`src/rtl/apuf_eval_ctrl.sv`:
```
// -----------------------------------------------------------------------------
// apuf_eval_ctrl
//
// Sequencer for one arbiter-PUF evaluation. A challenge accepted over a
// valid/ready handshake is driven onto the switch chain select inputs. The
// race edge on inT/inB then fires NREP times. On each firing the synchronized
// arbiter output is sampled. The block returns a majority-voted response bit,
// a stability flag and the raw ones count.
//
// Parameters:
//   CW         challenge width (switch chain stage count)
//   SETTLE_CYC cycles with inT/inB low before each firing (>= 1)
//   RACE_CYC   cycles with inT/inB high per firing (>= 3)
//   NREP       firings per evaluation (odd, >= 1)
//   OW         width of the ones count
//
// Ports:
//   clk, rst                  clock, asynchronous active-high reset
//   chal_valid/chal_ready     challenge handshake (ready only in IDLE)
//   chal  [CW-1:0]            challenge bits
//   c     [CW-1:0]            registered select bits to the switch chain
//   inT, inB                  registered race inputs, always equal
//   arb_out                   arbiter latch output (asynchronous)
//   resp_valid/resp_ready     response handshake
//   resp, resp_stable         majority vote, all-samples-agree flag
//   ones_cnt [OW-1:0]         number of samples equal to 1
// -----------------------------------------------------------------------------
module apuf_eval_ctrl #(
  parameter int CW         = 16,
  parameter int SETTLE_CYC = 8,
  parameter int RACE_CYC   = 16,
  parameter int NREP       = 5,
  parameter int OW         = $clog2(NREP + 1)
) (
  input  logic          clk,
  input  logic          rst,
  input  logic          chal_valid,
  output logic          chal_ready,
  input  logic [CW-1:0] chal,
  output logic [CW-1:0] c,
  output logic          inT,
  output logic          inB,
  input  logic          arb_out,
  output logic          resp_valid,
  input  logic          resp_ready,
  output logic          resp,
  output logic          resp_stable,
  output logic [OW-1:0] ones_cnt
);

  localparam logic [2:0] S_IDLE  = 3'd0;
  localparam logic [2:0] S_SETUP = 3'd1;
  localparam logic [2:0] S_FIRE  = 3'd2;
  localparam logic [2:0] S_RELAX = 3'd3;
  localparam logic [2:0] S_DONE  = 3'd4;

  localparam int CNT_MAX = (SETTLE_CYC > RACE_CYC) ? SETTLE_CYC : RACE_CYC;
  localparam int CNTW    = $clog2(CNT_MAX + 1);

  // Down-counter reload values: a phase of N cycles counts N-1 .. 0.
  localparam logic [CNTW-1:0] SETTLE_LD = CNTW'(SETTLE_CYC - 1);
  localparam logic [CNTW-1:0] RACE_LD   = CNTW'(RACE_CYC - 1);
  localparam logic [OW-1:0]   NREP_C    = OW'(NREP);
  localparam logic [OW-1:0]   HALF_C    = OW'(NREP / 2);

  logic [2:0]      state_q,       state_d;
  logic [CW-1:0]   c_q,           c_d;
  logic            fire_q,        fire_d;
  logic [CNTW-1:0] cnt_q,         cnt_d;
  logic [OW-1:0]   rep_q,         rep_d;
  logic [OW-1:0]   ones_q,        ones_d;
  logic            resp_valid_q,  resp_valid_d;
  logic            resp_q,        resp_d;
  logic            stable_q,      stable_d;
  logic            sync1_q,       sync2_q;
  logic [OW-1:0]   rep_inc;

  assign rep_inc = rep_q + OW'(1);

  always_comb begin
    // NOTE: every variable gets its hold value first, so no path through the
    // case statement leaves one unassigned and no latch is inferred.
    state_d      = state_q;
    c_d          = c_q;
    fire_d       = fire_q;
    cnt_d        = cnt_q;
    rep_d        = rep_q;
    ones_d       = ones_q;
    resp_valid_d = resp_valid_q;
    resp_d       = resp_q;
    stable_d     = stable_q;

    case (state_q)
      S_IDLE: begin
        if (chal_valid) begin
          c_d     = chal;
          ones_d  = '0;
          rep_d   = '0;
          cnt_d   = SETTLE_LD;
          state_d = S_SETUP;
        end
      end

      S_SETUP: begin
        if (cnt_q == '0) begin
          // The race output is registered, so it is raised on the edge that
          // enters FIRE and is high for exactly the FIRE cycles.
          fire_d  = 1'b1;
          cnt_d   = RACE_LD;
          state_d = S_FIRE;
        end else begin
          cnt_d = cnt_q - CNTW'(1);
        end
      end

      S_FIRE: begin
        if (cnt_q == '0) begin
          // Last race cycle: the arbiter has had RACE_CYC-1 cycles to latch
          // and cross the synchronizer, so the second flop is safe to use.
          ones_d  = ones_q + OW'(sync2_q);
          fire_d  = 1'b0;
          cnt_d   = SETTLE_LD;
          state_d = S_RELAX;
        end else begin
          cnt_d = cnt_q - CNTW'(1);
        end
      end

      S_RELAX: begin
        if (cnt_q == '0) begin
          rep_d = rep_inc;
          if (rep_inc == NREP_C) begin
            // ones_q already holds the final sample, so the verdict can be
            // registered together with resp_valid.
            resp_valid_d = 1'b1;
            resp_d       = (ones_q > HALF_C);
            stable_d     = (ones_q == '0) || (ones_q == NREP_C);
            state_d      = S_DONE;
          end else begin
            fire_d  = 1'b1;
            cnt_d   = RACE_LD;
            state_d = S_FIRE;
          end
        end else begin
          cnt_d = cnt_q - CNTW'(1);
        end
      end

      S_DONE: begin
        if (resp_ready) begin
          resp_valid_d = 1'b0;
          state_d      = S_IDLE;
        end
      end

      default: begin
        fire_d       = 1'b0;
        resp_valid_d = 1'b0;
        state_d      = S_IDLE;
      end
    endcase
  end

  always_ff @(posedge clk or posedge rst) begin
    if (rst) begin
      state_q      <= S_IDLE;
      c_q          <= '0;
      fire_q       <= 1'b0;
      cnt_q        <= '0;
      rep_q        <= '0;
      ones_q       <= '0;
      resp_valid_q <= 1'b0;
      resp_q       <= 1'b0;
      stable_q     <= 1'b0;
      sync1_q      <= 1'b0;
      sync2_q      <= 1'b0;
    end else begin
      // NOTE: non-blocking assignments make every flop take its pre-edge
      // inputs, which is what lets sync1_q -> sync2_q form a real two-stage
      // synchronizer instead of collapsing into one flop.
      state_q      <= state_d;
      c_q          <= c_d;
      fire_q       <= fire_d;
      cnt_q        <= cnt_d;
      rep_q        <= rep_d;
      ones_q       <= ones_d;
      resp_valid_q <= resp_valid_d;
      resp_q       <= resp_d;
      stable_q     <= stable_d;
      sync1_q      <= arb_out;
      sync2_q      <= sync1_q;
    end
  end

  assign chal_ready  = (state_q == S_IDLE);
  assign c           = c_q;
  // Both race inputs come from the same flop so they can never differ.
  assign inT         = fire_q;
  assign inB         = fire_q;
  assign resp_valid  = resp_valid_q;
  assign resp        = resp_q;
  assign resp_stable = stable_q;
  assign ones_cnt    = ones_q;

endmodule
```
`config.mk`:
```
export PLATFORM = sky130hd
export DESIGN_NAME = apuf_eval_ctrl
export DESIGN_NICKNAME = d
export VERILOG_FILES = /design/src/rtl/apuf_eval_ctrl.sv
export SDC_FILE = /design/constraint.sdc
export NUM_CORES = 1
export LEC_CHECK = 0
export BUFFER_PORTS_ARGS = -buffer_cell sky130_fd_sc_hd__buf_2
export CORE_MARGIN = 10
export CORE_UTILIZATION = 51
export CTS_CLUSTER_SIZE = 16
export DETAILED_ROUTE_END_ITERATION = 16
export GPL_TIMING_DRIVEN = 1
export PLACE_DENSITY = 0.77
export SYNTH_ARGS = -nofsm -noshare
export SYNTH_HDL_FRONTEND = slang
export SYNTH_SLANG_ARGS = --single-unit
```
`constraint.sdc`:
```
create_clock -name clk -period 2.28 [get_ports clk]
set_input_delay 0 -clock clk [delete_from_list [all_inputs] [get_ports clk]]
set_output_delay 0 -clock clk [all_outputs]
set_load 0.03 [all_outputs]
```
# After elaboration in Yosys (flattened, before gate mapping)
# Cells that the tools add are included.
# word_totals
reg_bits	36
word_cells	75
out_inout_bits	25
# op_classes
bitwise_logic	2
n_addsub	3
magnitude_cmp	1
n_reduce_logical	17
n_eq_ne	14
n_mux	27
# ops
op	n
3-bit 2-to-1 mux	9
5-bit 2-to-1 mux	5
5-bit one-hot mux with 4 select lines	1
3-bit one-hot mux with 5 select lines	1
2-bit inequality test, second input constant	7
3-bit one-hot mux with 2 select lines	2
3-bit AND reduction	4
5-bit AND reduction	2
3-bit == test, second input constant	3
1-bit 2-to-1 mux	7
3-bit by 2-bit == test with 1-bit output, second input constant	2
3-bit zero test	2
5-bit zero test	1
5-bit by 1-bit subtractor with 5-bit output, second input constant	1
1-bit one-hot mux with 4 select lines	1
4-bit AND reduction	1
2-bit nonzero test	2
4-bit nonzero test	1
3-bit by 1-bit adder with 3-bit output	1
3-bit by 1-bit adder with 3-bit output, second input constant	1
3-bit by 1-bit == test with 1-bit output, second input constant	1
3-bit by 2-bit > comparator with 1-bit output, second input constant	1
3-bit inequality test, second input constant	1
1-bit one-hot mux with 3 select lines	1
other kinds (5)	6

# Logic depth before layout (Yosys ltp)
# Gate-level depths: netlist (run 1).
# depth
ltp_word	5
mapped_depth	7

# Worst setup path after synthesis (run 1)
# OpenSTA, ideal clock, no wires.
# synth_timing
path_kind	flip-flop to flip-flop
start	register state_q[1]
end	register c_q[10], in the netlist c[10]
path_slack_ps	138
path_stages_with_launch	7
t_required_ps	2163
period_less_slack_ps	2142
arrival_time_ps	2026
setup_ps	117
path_cell_list	dfrtp_1 clkbuf_1 nor3_1 nand2_1 clkbuf_1 nand2_1 nand2_1
# synth_between
elab_chain_len	2
# synth_lines
element	line	source
start: declaration	66	logic [2:0] state_q, state_d;
start signal: assignment	181	state_q <= state_d;
3-bit zero test	--	
named net chal_ready	38	output logic chal_ready,
2-bit AND reduction (no line)	--	
end signal: assignment	167	c_q <= '0;
end signal: assignment	182	c_q <= c_d;
end: declaration	67	logic [CW-1:0] c_q, c_d;
# The timed path passes the listed nets, and every way through them passes these cells.
# A chain may end at the register's enable or synchronous reset.

# Final worst setup path (run 1)
# layout_timing
start	register cnt_q[0]
end	register stable_q, in the netlist resp_stable
# layout_between
elab_chain_len	2
# layout_lines
element	line	source
start: declaration	69	logic [CNTW-1:0] cnt_q, cnt_d;
start signal: assignment	184	cnt_q <= cnt_d;
5-bit zero test	130	if (cnt_q == '0) begin
3-bit AND reduction (no line)	--	
end signal: assignment	189	stable_q <= stable_d;
end: declaration	74	logic stable_q, stable_d;
# No other way between the ends.

==> results.toml, run 1 <==
[global_route]
grt_pass1_vias = 1541
grt_max_degree = 37
antenna_found_initial = 0
grt_pass1_wl_um = 6824
overflow = 0
grt_usage = 0.1366

[routing]
drcViolationCount = 0
drt_iter0_markers = 91
met3_length_um = 350
vias = 1449
post_drt_wl_per_cell_um = 14.11
wl_um = 4020
firstDrtPassIters = 4
viasPerCell = 5.084
wl_met1_um = 1619
wl_met2_um = 2012
dr.max_layer_used = "met4"
ant_nets = 0

[die]
io_pins = 46
die_w_um = 77.51
num_rows = 20
start_util = 0.5435
core_um2 = 3103
fp.dieH_um = 77.51
die_area_um2 = 6007

[synthesis]
syn_area_um2 = 1687
synth_fp_nets = 202
netlist_instances = 176
synth_top_area_frac = 0.5341
async_reset_ff_frac = 1.000
ys.warnings.count = 0
synth_edf_count = 0
synth_area_leaders = "dfrtp_1 (53%), nand2_1 (12%), ha_1 (3.7%)"
ys_seq_area_frac = 0.5341
synth_top_area_cell = "dfrtp_1"
synthFlopType = "dfrtp_1"
ys_ff_latch = 36
avgSynthCellArea_um2 = 9.583
yosysUniqueCellTypes = 36

[hold_path]
hp-class = "in2reg"

[setup_path]
end_kind = "flip-flop"
crit_path_max_fanout = 9
crit_chain = "inv_1, ha_1, nor4b_4, nand4b_2, nor2_1, mux2_1"
cpPeakStageDelay_ns = 0.39
worst_path_max_delay_cell = "dfrtp_1"
cp-start-kind = "flip-flop"
critPathArrivalTime_ns = 2.24
cp.required_ns = 2.50
criticalPathCategory = "reg2reg"

[clock_network]
clkTransAtPathRegs_ns = 0.10
cts_made_buffers = 5
clock-sinks = 36
postCtsSetupRepairBufs = 0
clk_path_buf_depth = 2
cts_resized = 0
cts_tree = "yes"
htreeDepth = 2
clkLatencyLatePin_ns = 0.33
holdBufCountCts = 19
root_buffer = "clkbuf_4"

[cells_and_area]
layout-drive-gt1-share = 0.2407
nFillCells = 226
layout.cells.non_filler = 285
nets = 266
area_growth_pct = 30.86
num_antenna_cells = 0

[timing]
maxSlewViolCount = 0
setup_tns_ns = 0
fin_crit_sh = 0.8850
fin_crit_ns = 2.018
final_hold_viol_count = 0
relSlewSlack = 0.5720
fin_skew_ns = 0.001877
rsz0062_at_grt = "no"
whs_ns = 0.08253
worst_slew_pin_slew_ns = 0.6420
setup_viol = 0
fmaxAchievable_mhz = 495.6

[power_and_ir_drop]
power_density_nw_per_um2 = 1293
irDropWorstVdd_uv = 694.6
leakage_nw = 1.132
total_power_mw = 2.855

[placed_design]
dp_hpwl_um = 2779
port_buffers = 45
dp_cells = 258
place.gp.congestion = 0.8625

[status]
outcome = "finished clean"

[run]
drv_cap = 0
[final cells by class]
| class | count | area [um2] | share of cell area |
|---|---|---|---|
| repair buffers | 66 | 430.4 | 0.1950 |
| clock buffers | 6 | 41.29 | 0.01871 |
| clock inverters | 2 | 35.03 | 0.01587 |
| inverters | 7 | 26.28 | 0.01190 |
| multi-input cells | 124 | 718.2 | 0.3254 |
| well taps | 44 | 55.05 | 0.02494 |
| flip-flops and latches | 36 | 900.9 | 0.4082 |
[synthesized netlist by cell type, types with 2 or more instances]
cell type  count
nand2_1       52
clkbuf_1       4
nand2b_1       2
a22o_1         5
buf_2          3
mux2i_1        3
and2_1         4
dfrtp_1       36
a21oi_1        6
a22oi_1        2
nand3_1        2
nor2_1         8
ha_1           5
and3_1         2
nor3_1        10
inv_1          7
xor2_1         3
o21ai_0        4
[flip-flops by register name, summed over array words and instances (netlist names)]
signal,flops
c,16
cnt_q,5
inB,1
ones_cnt,3
rep_q,3
resp,1
resp_stable,1
resp_valid,1
state_q,3
sync1_q,1
sync2_q,1
[layout by cell type, fill, tap and decap left out, types with 2 or more instances in the layout]
cell,count
ha_1,5
clkbuf_4,5
nand2_1,52
inv_1,7
o21ai_0,4
a22oi_1,2
buf_2,45
nand2b_1,2
and3_1,2
mux2i_1,3
xor2_1,3
nand3_1,2
dlygate4sd3_1,19
a22o_1,5
and2_1,4
buf_4,2
dfrtp_1,36
nor2_1,8
nor3_1,10
a21oi_1,6
[power breakdown]
group          switching (mW)  total (mW)  internal, mW
clock                   0.202       0.432         0.230
sequential              0.260        1.15         0.894
combinational           0.812        1.27         0.457
total                    1.27        2.85          1.58
[logic make-up after synthesis]
kind of cell	synth area share
buffers and inverters	0.04006
multiplexers	0.02448
XOR/XNOR	0.02078
AO/OA/AOI/OAI	0.09867
AND/OR/NAND/NOR	0.2448
adder cells (fa/ha/maj)	0.03709
flip-flops	0.5341
[worst paths after layout]
kind                                  from          end  slack [ns]  cells past startpoint
worst max-delay path              cnt_q[0]  resp_stable        0.26                      6
worst min-delay path            chal_valid     cnt_q[4]        0.08                      3
worst max register to register    cnt_q[0]  resp_stable        0.26                      6
worst min register to register     sync1_q      sync2_q        0.36                      0
max in group asynchronous              rst  resp_stable        1.68                      4
min in group asynchronous              rst   resp_valid        0.29                      4
[routing by layer]
| layer | up-vias | GRT usage |
|---|---|---|
| li1 | 714 | - |
| met1 | 678 | 0.1429 |
| met2 | 51 | 0.2433 |
| met3 | 6 | 0.05645 |
| met4 | 0 | 0.04380 |
| met5 | - | 0 |
[worst max-delay path: cells and delay by family (launching register included)]
kind / cells / cell delay [ns]
and+or+nand+nor: 3 / 0.85
DFF: 1 / 0.39
muxes: 1 / 0.34
adders and majority gates: 1 / 0.24
buffers and inverters: 1 / 0.09
[per-stage QoR]
step	setup WS, ns	instance area, um2	utilization
3_5_place_dp	0.2937	1941	0.6254
4_1_cts	0.2712	2207	0.7113
5_1_grt	0.07649	2207	0.7113
6_report	0.2621	2207	0.7113
2_1_floorplan	0.1379	1687	-
3_3_place_gp	0.3898	1941	0.6254
Power figures use the tool's default switching activity.
==> run 2: changes to the inputs <==
- CTS_CLUSTER_SIZE: 16 -> default
- PLACE_DENSITY: 0.77 -> 0.88
==> results.toml, run 2 (synthesis results as in run 1) <==
[cells_and_area]
final_cell_mix = "nand2_1 (52), buf_2 (45), dfrtp_1 (36)"
num_antenna_cells = 0
nets = 269
final_common_cell = "nand2_1"
finalInstanceArea_um2 = 2230
layout.cells.non_filler = 288
fin_util = 0.7185
largest_reg_flops = 16
area_growth_pct = 32.20
layout-drive-gt1-share = 0.2500

[placed_design]
port_buffers = 45
place.gp.congestion = 0.8204
post-place-ws_ns = 0.3843
dp_cells = 261
placed_area_um2 = 1963
dp_hpwl_um = 2830

[setup_path]
crit_chain = "inv_1, ha_1, or4b_1, a22o_1, a22o_1"
r2r-end = "ones_cnt[0]"
crit_family = "simple AND/OR/NAND/NOR gates"
r2r_cells = 5
r2r-start = "cnt_q[0]"
cp.required_ns = 2.52
worst_path_max_delay_cell = "or4b_1"
crit_path_max_fanout = 7
rrSetupSlack_ns = 0.38
criticalPathCategory = "reg2reg"
cpPeakStageDelay_ns = 0.60
cp_common_cell = "a22o_1"
critPathBufInv = 1
critPathArrivalTime_ns = 2.15
startpoint = "cnt_q[0]"
end_kind = "flip-flop"
cp-start-kind = "flip-flop"

[hold_path]
hold-path-cell-count = 3
hold_start = "chal_valid"
hold-path-endpoint = "cnt_q[4]"
hp-class = "in2reg"

[routing]
drcViolationCount = 0
ant_nets = 0
wl_um = 4391
viasPerCell = 5.066
firstDrtPassIters = 5
post_drt_wl_per_cell_um = 15.25
drt_iter0_markers = 141
vias = 1459

[global_route]
grt_usage = 0.1525
grt_pass1_vias = 1655
grt_max_degree = 37
grt_pass1_wl_um = 7548
overflow = 0
antenna_found_initial = 0

[die]
io_pins = 46
die_area_um2 = 6007
core_um2 = 3103
num_rows = 20
start_util = 0.5435
fp.dieH_um = 77.51
die_w_um = 77.51

[clock_network]
cts_resized = 0
clk_path_buf_depth = 2
cts_made_buffers = 5
htreeDepth = 2
clkLatencyLatePin_ns = 0.34
root_buffer = "clkbuf_4"
clock-sinks = 36
postCtsSetupRepairBufs = 0
cts_tree = "yes"
clkTransAtPathRegs_ns = 0.11

[timing]
fmaxAchievable_mhz = 525.2
whs_ns = 0.1127
final.setup.worst_slack_ns = 0.3761
maxSlewViolCount = 0
worst_slew_pin_slew_ns = 0.6370
setup_viol = 0
fin_skew_ns = 0.008012
setup_tns_ns = 0
fin_crit_sh = 0.8350
final_hold_viol_count = 0
relSlewSlack = 0.5743
fin_crit_ns = 1.904
rsz0062_at_grt = "no"

[power_and_ir_drop]
power_frac_comb = 0.471
leakage_nw = 1.146
power.switching_mw = 1.306
total_power_mw = 2.909
power_frac_clock = 0.151
swShare = 0.4490
power_density_nw_per_um2 = 1305
irDropWorstVdd_uv = 757.9
p_seq_frac = 0.378
power.internal_mw = 1.603

[status]
outcome = "finished clean"

[run]
drv_cap = 0
[run 2: power by group through the flow]
stage | clock network [mW] | logic [mW] | registers, mW
after detailed placement | 0 | 1.34 | 1.10
after global routing | 0.472 | 1.51 | 1.15
final | 0.439 | 1.37 | 1.10
after floorplan | 0 | 0.606 | 1.44
after CTS | 0.446 | 1.37 | 1.09
after global placement | 0 | 1.30 | 1.08
[run 2: final cells by class]
| type | count | area, um2 |
|---|---|---|
| Multi-Input combinational cell | 124 | 718.2 |
| Inverter | 7 | 26.28 |
| Tap cell | 44 | 55.05 |
| Clock buffer | 6 | 41.29 |
| Sequential cell | 36 | 900.9 |
| Fill cell | 227 | 873.3 |
| Timing Repair Buffer | 69 | 452.9 |
| Clock inverter | 2 | 35.03 |
[run 2: worst max path at each step]
| stage | end | cells after the start |
|---|---|---|
| 2_1_floorplan | c[10] | 6 |
| 3_5_place_dp | ones_cnt[0] | 5 |
| 3_3_place_gp | ones_cnt[0] | 5 |
| 6_report | ones_cnt[0] | 5 |
| 5_1_grt | resp_stable | 6 |
| 4_1_cts | ones_cnt[0] | 5 |
[run 2: worst min-delay path: stages]
cell and delay, ns:
buf_2 0.15, a22oi_1 0.10, o21a_1 0.18
[run 2: what timing repair did]
item,4_1_cts,5_1_grt
hold endpoints to repair,55,0
hold buffers,19,0
endpoints found under the setup margin,0,0
[run 2: metal layers]
layer / vias to the layer above / track usage / routed length (um)
li1: 728 / - / -
met2: 52 / 0.2592 / 2217
met5: - / 0 / 0
met3: 8 / 0.04724 / 256
met4: 0 / 0.08394 / 87
met1: 671 / 0.1661 / 1830
==> run 3: changes to the inputs <==
- ABC_AREA: default -> 1
- CORE_UTILIZATION: 51 -> 52
- PLACE_DENSITY: 0.88 -> 0.89
- clock period: 2.28 -> 1.9 ns (I/O delays scaled with it)
==> results.toml, run 3 <==
[setup_path]
worst_path_max_delay_cell = "dfrtp_1"
cp.required_ns = 2.17
startpoint = "cnt_q[0]"
criticalPathCategory = "reg2reg"
r2r_cells = 8
r2r-end = "cnt_q[1]"
crit_path_max_fanout = 10
r2r-start = "cnt_q[0]"
rrSetupSlack_ns = 0.35
critPathArrivalTime_ns = 1.82
end_kind = "flip-flop"
endpoint = "cnt_q[1]"
crit_chain = "inv_1, ha_1, nand3_2, nor2_4, nand2_4, nand2_4, nand2_1, nand2_1"
cpPeakStageDelay_ns = 0.40
cp-start-kind = "flip-flop"

[cells_and_area]
finalInstanceArea_um2 = 2257
final_common_cell = "nand2_1"
largest_reg_flops = 16
fin_util = 0.6818
nets = 314
layout.cells.non_filler = 335
area_growth_pct = 28.12
final_cell_mix = "nand2_1 (91), buf_2 (45), dfrtp_1 (36)"
nFillCells = 263
layout-drive-gt1-share = 0.2292

[run]
drv_cap = 0

[die]
die_area_um2 = 6116
io_pins = 46
die_w_um = 78.21
fp.dieH_um = 78.21
num_rows = 21
core_um2 = 3311
start_util = 0.5321

[timing]
relSlewSlack = 0.6768
final.setup.worst_slack_ns = 0.3515
setup_tns_ns = 0
worst_slew_pin_slew_ns = 0.4848
setup_viol = 0
rsz0062_at_grt = "no"
fin_crit_ns = 1.548
fmaxAchievable_mhz = 645.8
final_hold_viol_count = 0
fin_skew_ns = 0.006273
fin_crit_sh = 0.8150
whs_ns = 0.007768
maxSlewViolCount = 0

[clock_network]
cts_tree = "yes"
clkLatencyLatePin_ns = 0.32
cts_made_buffers = 5
clk_path_buf_depth = 2
clock-sinks = 36
htreeDepth = 2
postCtsSetupRepairBufs = 0
cts_resized = 0
root_buffer = "clkbuf_4"
clkTransAtPathRegs_ns = 0.10

[power_and_ir_drop]
leakage_nw = 1.303
total_power_mw = 1.313
irDropWorstVdd_uv = 427.0
power_density_nw_per_um2 = 581.7

[hold_path]
hp-class = "in2reg"

[synthesis]
synth_top_area_frac = 0.5114
netlist_instances = 220
synth_common_cells = "nand2_1 (91), dfrtp_1 (36), inv_1 (21)"
async_reset_ff_frac = 1.000
avgSynthCellArea_um2 = 8.008
synth_area_leaders = "dfrtp_1 (51%), nand2_1 (19%), nand3_1 (5.4%)"
synth_fp_nets = 246
synth.most_common_cell = "nand2_1"
synth_edf_count = 0
ys_ff_latch = 36
synth_top_area_cell = "dfrtp_1"
ys.warnings.count = 0
yosysUniqueCellTypes = 22
ys_seq_area_frac = 0.5114
synthFlopType = "dfrtp_1"
syn_area_um2 = 1762

[status]
outcome = "finished clean"

[global_route]
antenna_found_initial = 0
grt_pass1_wl_um = 7396
grt_pass1_vias = 1579
grt_max_degree = 37
grt_usage = 0.1452
overflow = 0

[placed_design]
dp_cells = 309
dp_hpwl_um = 2874
place.gp.congestion = 0.9215
placed_area_um2 = 2028
post-place-ws_ns = 0.3797
port_buffers = 45

[routing]
viasPerCell = 4.749
ant_nets = 0
firstDrtPassIters = 4
wl_um = 4202
vias = 1591
drcViolationCount = 0
post_drt_wl_per_cell_um = 12.54
drt_iter0_markers = 97
[run 3: cell types whose count changed after synthesis, sizes merged, moves of 4 or more]
cell    previous run  this run
clkbuf             4         0
nor2               8        14
nand3              2        20
nor3              11         1
inv                7        25
a22o               5         0
nand2             52        95
o21ai              4        10
and2               4         0
[run 3: metal layers]
metal | vias up | GRT usage | routed length [um]
met5 | - | 0 | 0
met4 | 0 | 0.03405 | 14
met3 | 2 | 0.06378 | 378
met2 | 56 | 0.2368 | 2016
met1 | 719 | 0.1722 | 1792
li1 | 814 | - | -
[run 3: where the power goes]
group | internal, mW | total [mW] | switching, mW
Clock | 0.136 | 0.369 | 0.233
Sequential | 0.786 | 0.797 | 0.0112
Combinational | 0.0613 | 0.147 | 0.0853
Total | 0.984 | 1.31 | 0.329
[run 3: worst max-delay path: cells and delay by family, from the launching register on]
| kind | cells | cell delay (ns) |
|---|---|---|
| buffers and inverters | 1 | 0.09 |
| flip-flops | 1 | 0.40 |
| AND/OR/NAND/NOR | 6 | 0.77 |
| adder cells (fa/ha/maj) | 1 | 0.22 |
[run 3: layout make-up]
class,instances,area (um2),area share
sequential,36,900.9,0.3991
multi-input combinational,155,735.7,0.3259
timing repair buffer,65,420.4,0.1863
inverter,25,93.84,0.04157
tap,46,57.56,0.02550
clock buffer,6,41.29,0.01829
clock inverter,1,5.005,0.002217
antenna,1,2.502,0.001109
[run 3: cell families after synthesis]
kind of cell / Yosys count / synth area share
buffers and inverters: 29 / 0.07102
and+or+nand+nor: 133 / 0.3317
DFF: 36 / 0.5114
AOI/OAI and AO/OA: 16 / 0.04546
xor gates and xnor gates: 1 / 0.004972
adders and majority gates: 5 / 0.03551
[run 3: how the worst min path moves through the flow]
| stage | start | endpoint | slack (ns) | cells after the start |
|---|---|---|---|---|
| global placement | arb_out | sync1_q | 0.11 | 1 |
| finish | resp_ready | state_q[2] | 0.008 | 6 |
| detailed placement | arb_out | sync1_q | 0.11 | 1 |
| floorplan | arb_out | sync1_q | 0.03 | 0 |
| global route | resp_ready | state_q[2] | 0.03 | 6 |
| CTS | resp_ready | state_q[2] | 0.006 | 6 |
[run 3: timing repair]
item / 4_1_cts / 5_1_grt
endpoints found under the setup margin: 0 / 0
hold endpoints to repair: 53 / 0
hold buffers: 18 / 0
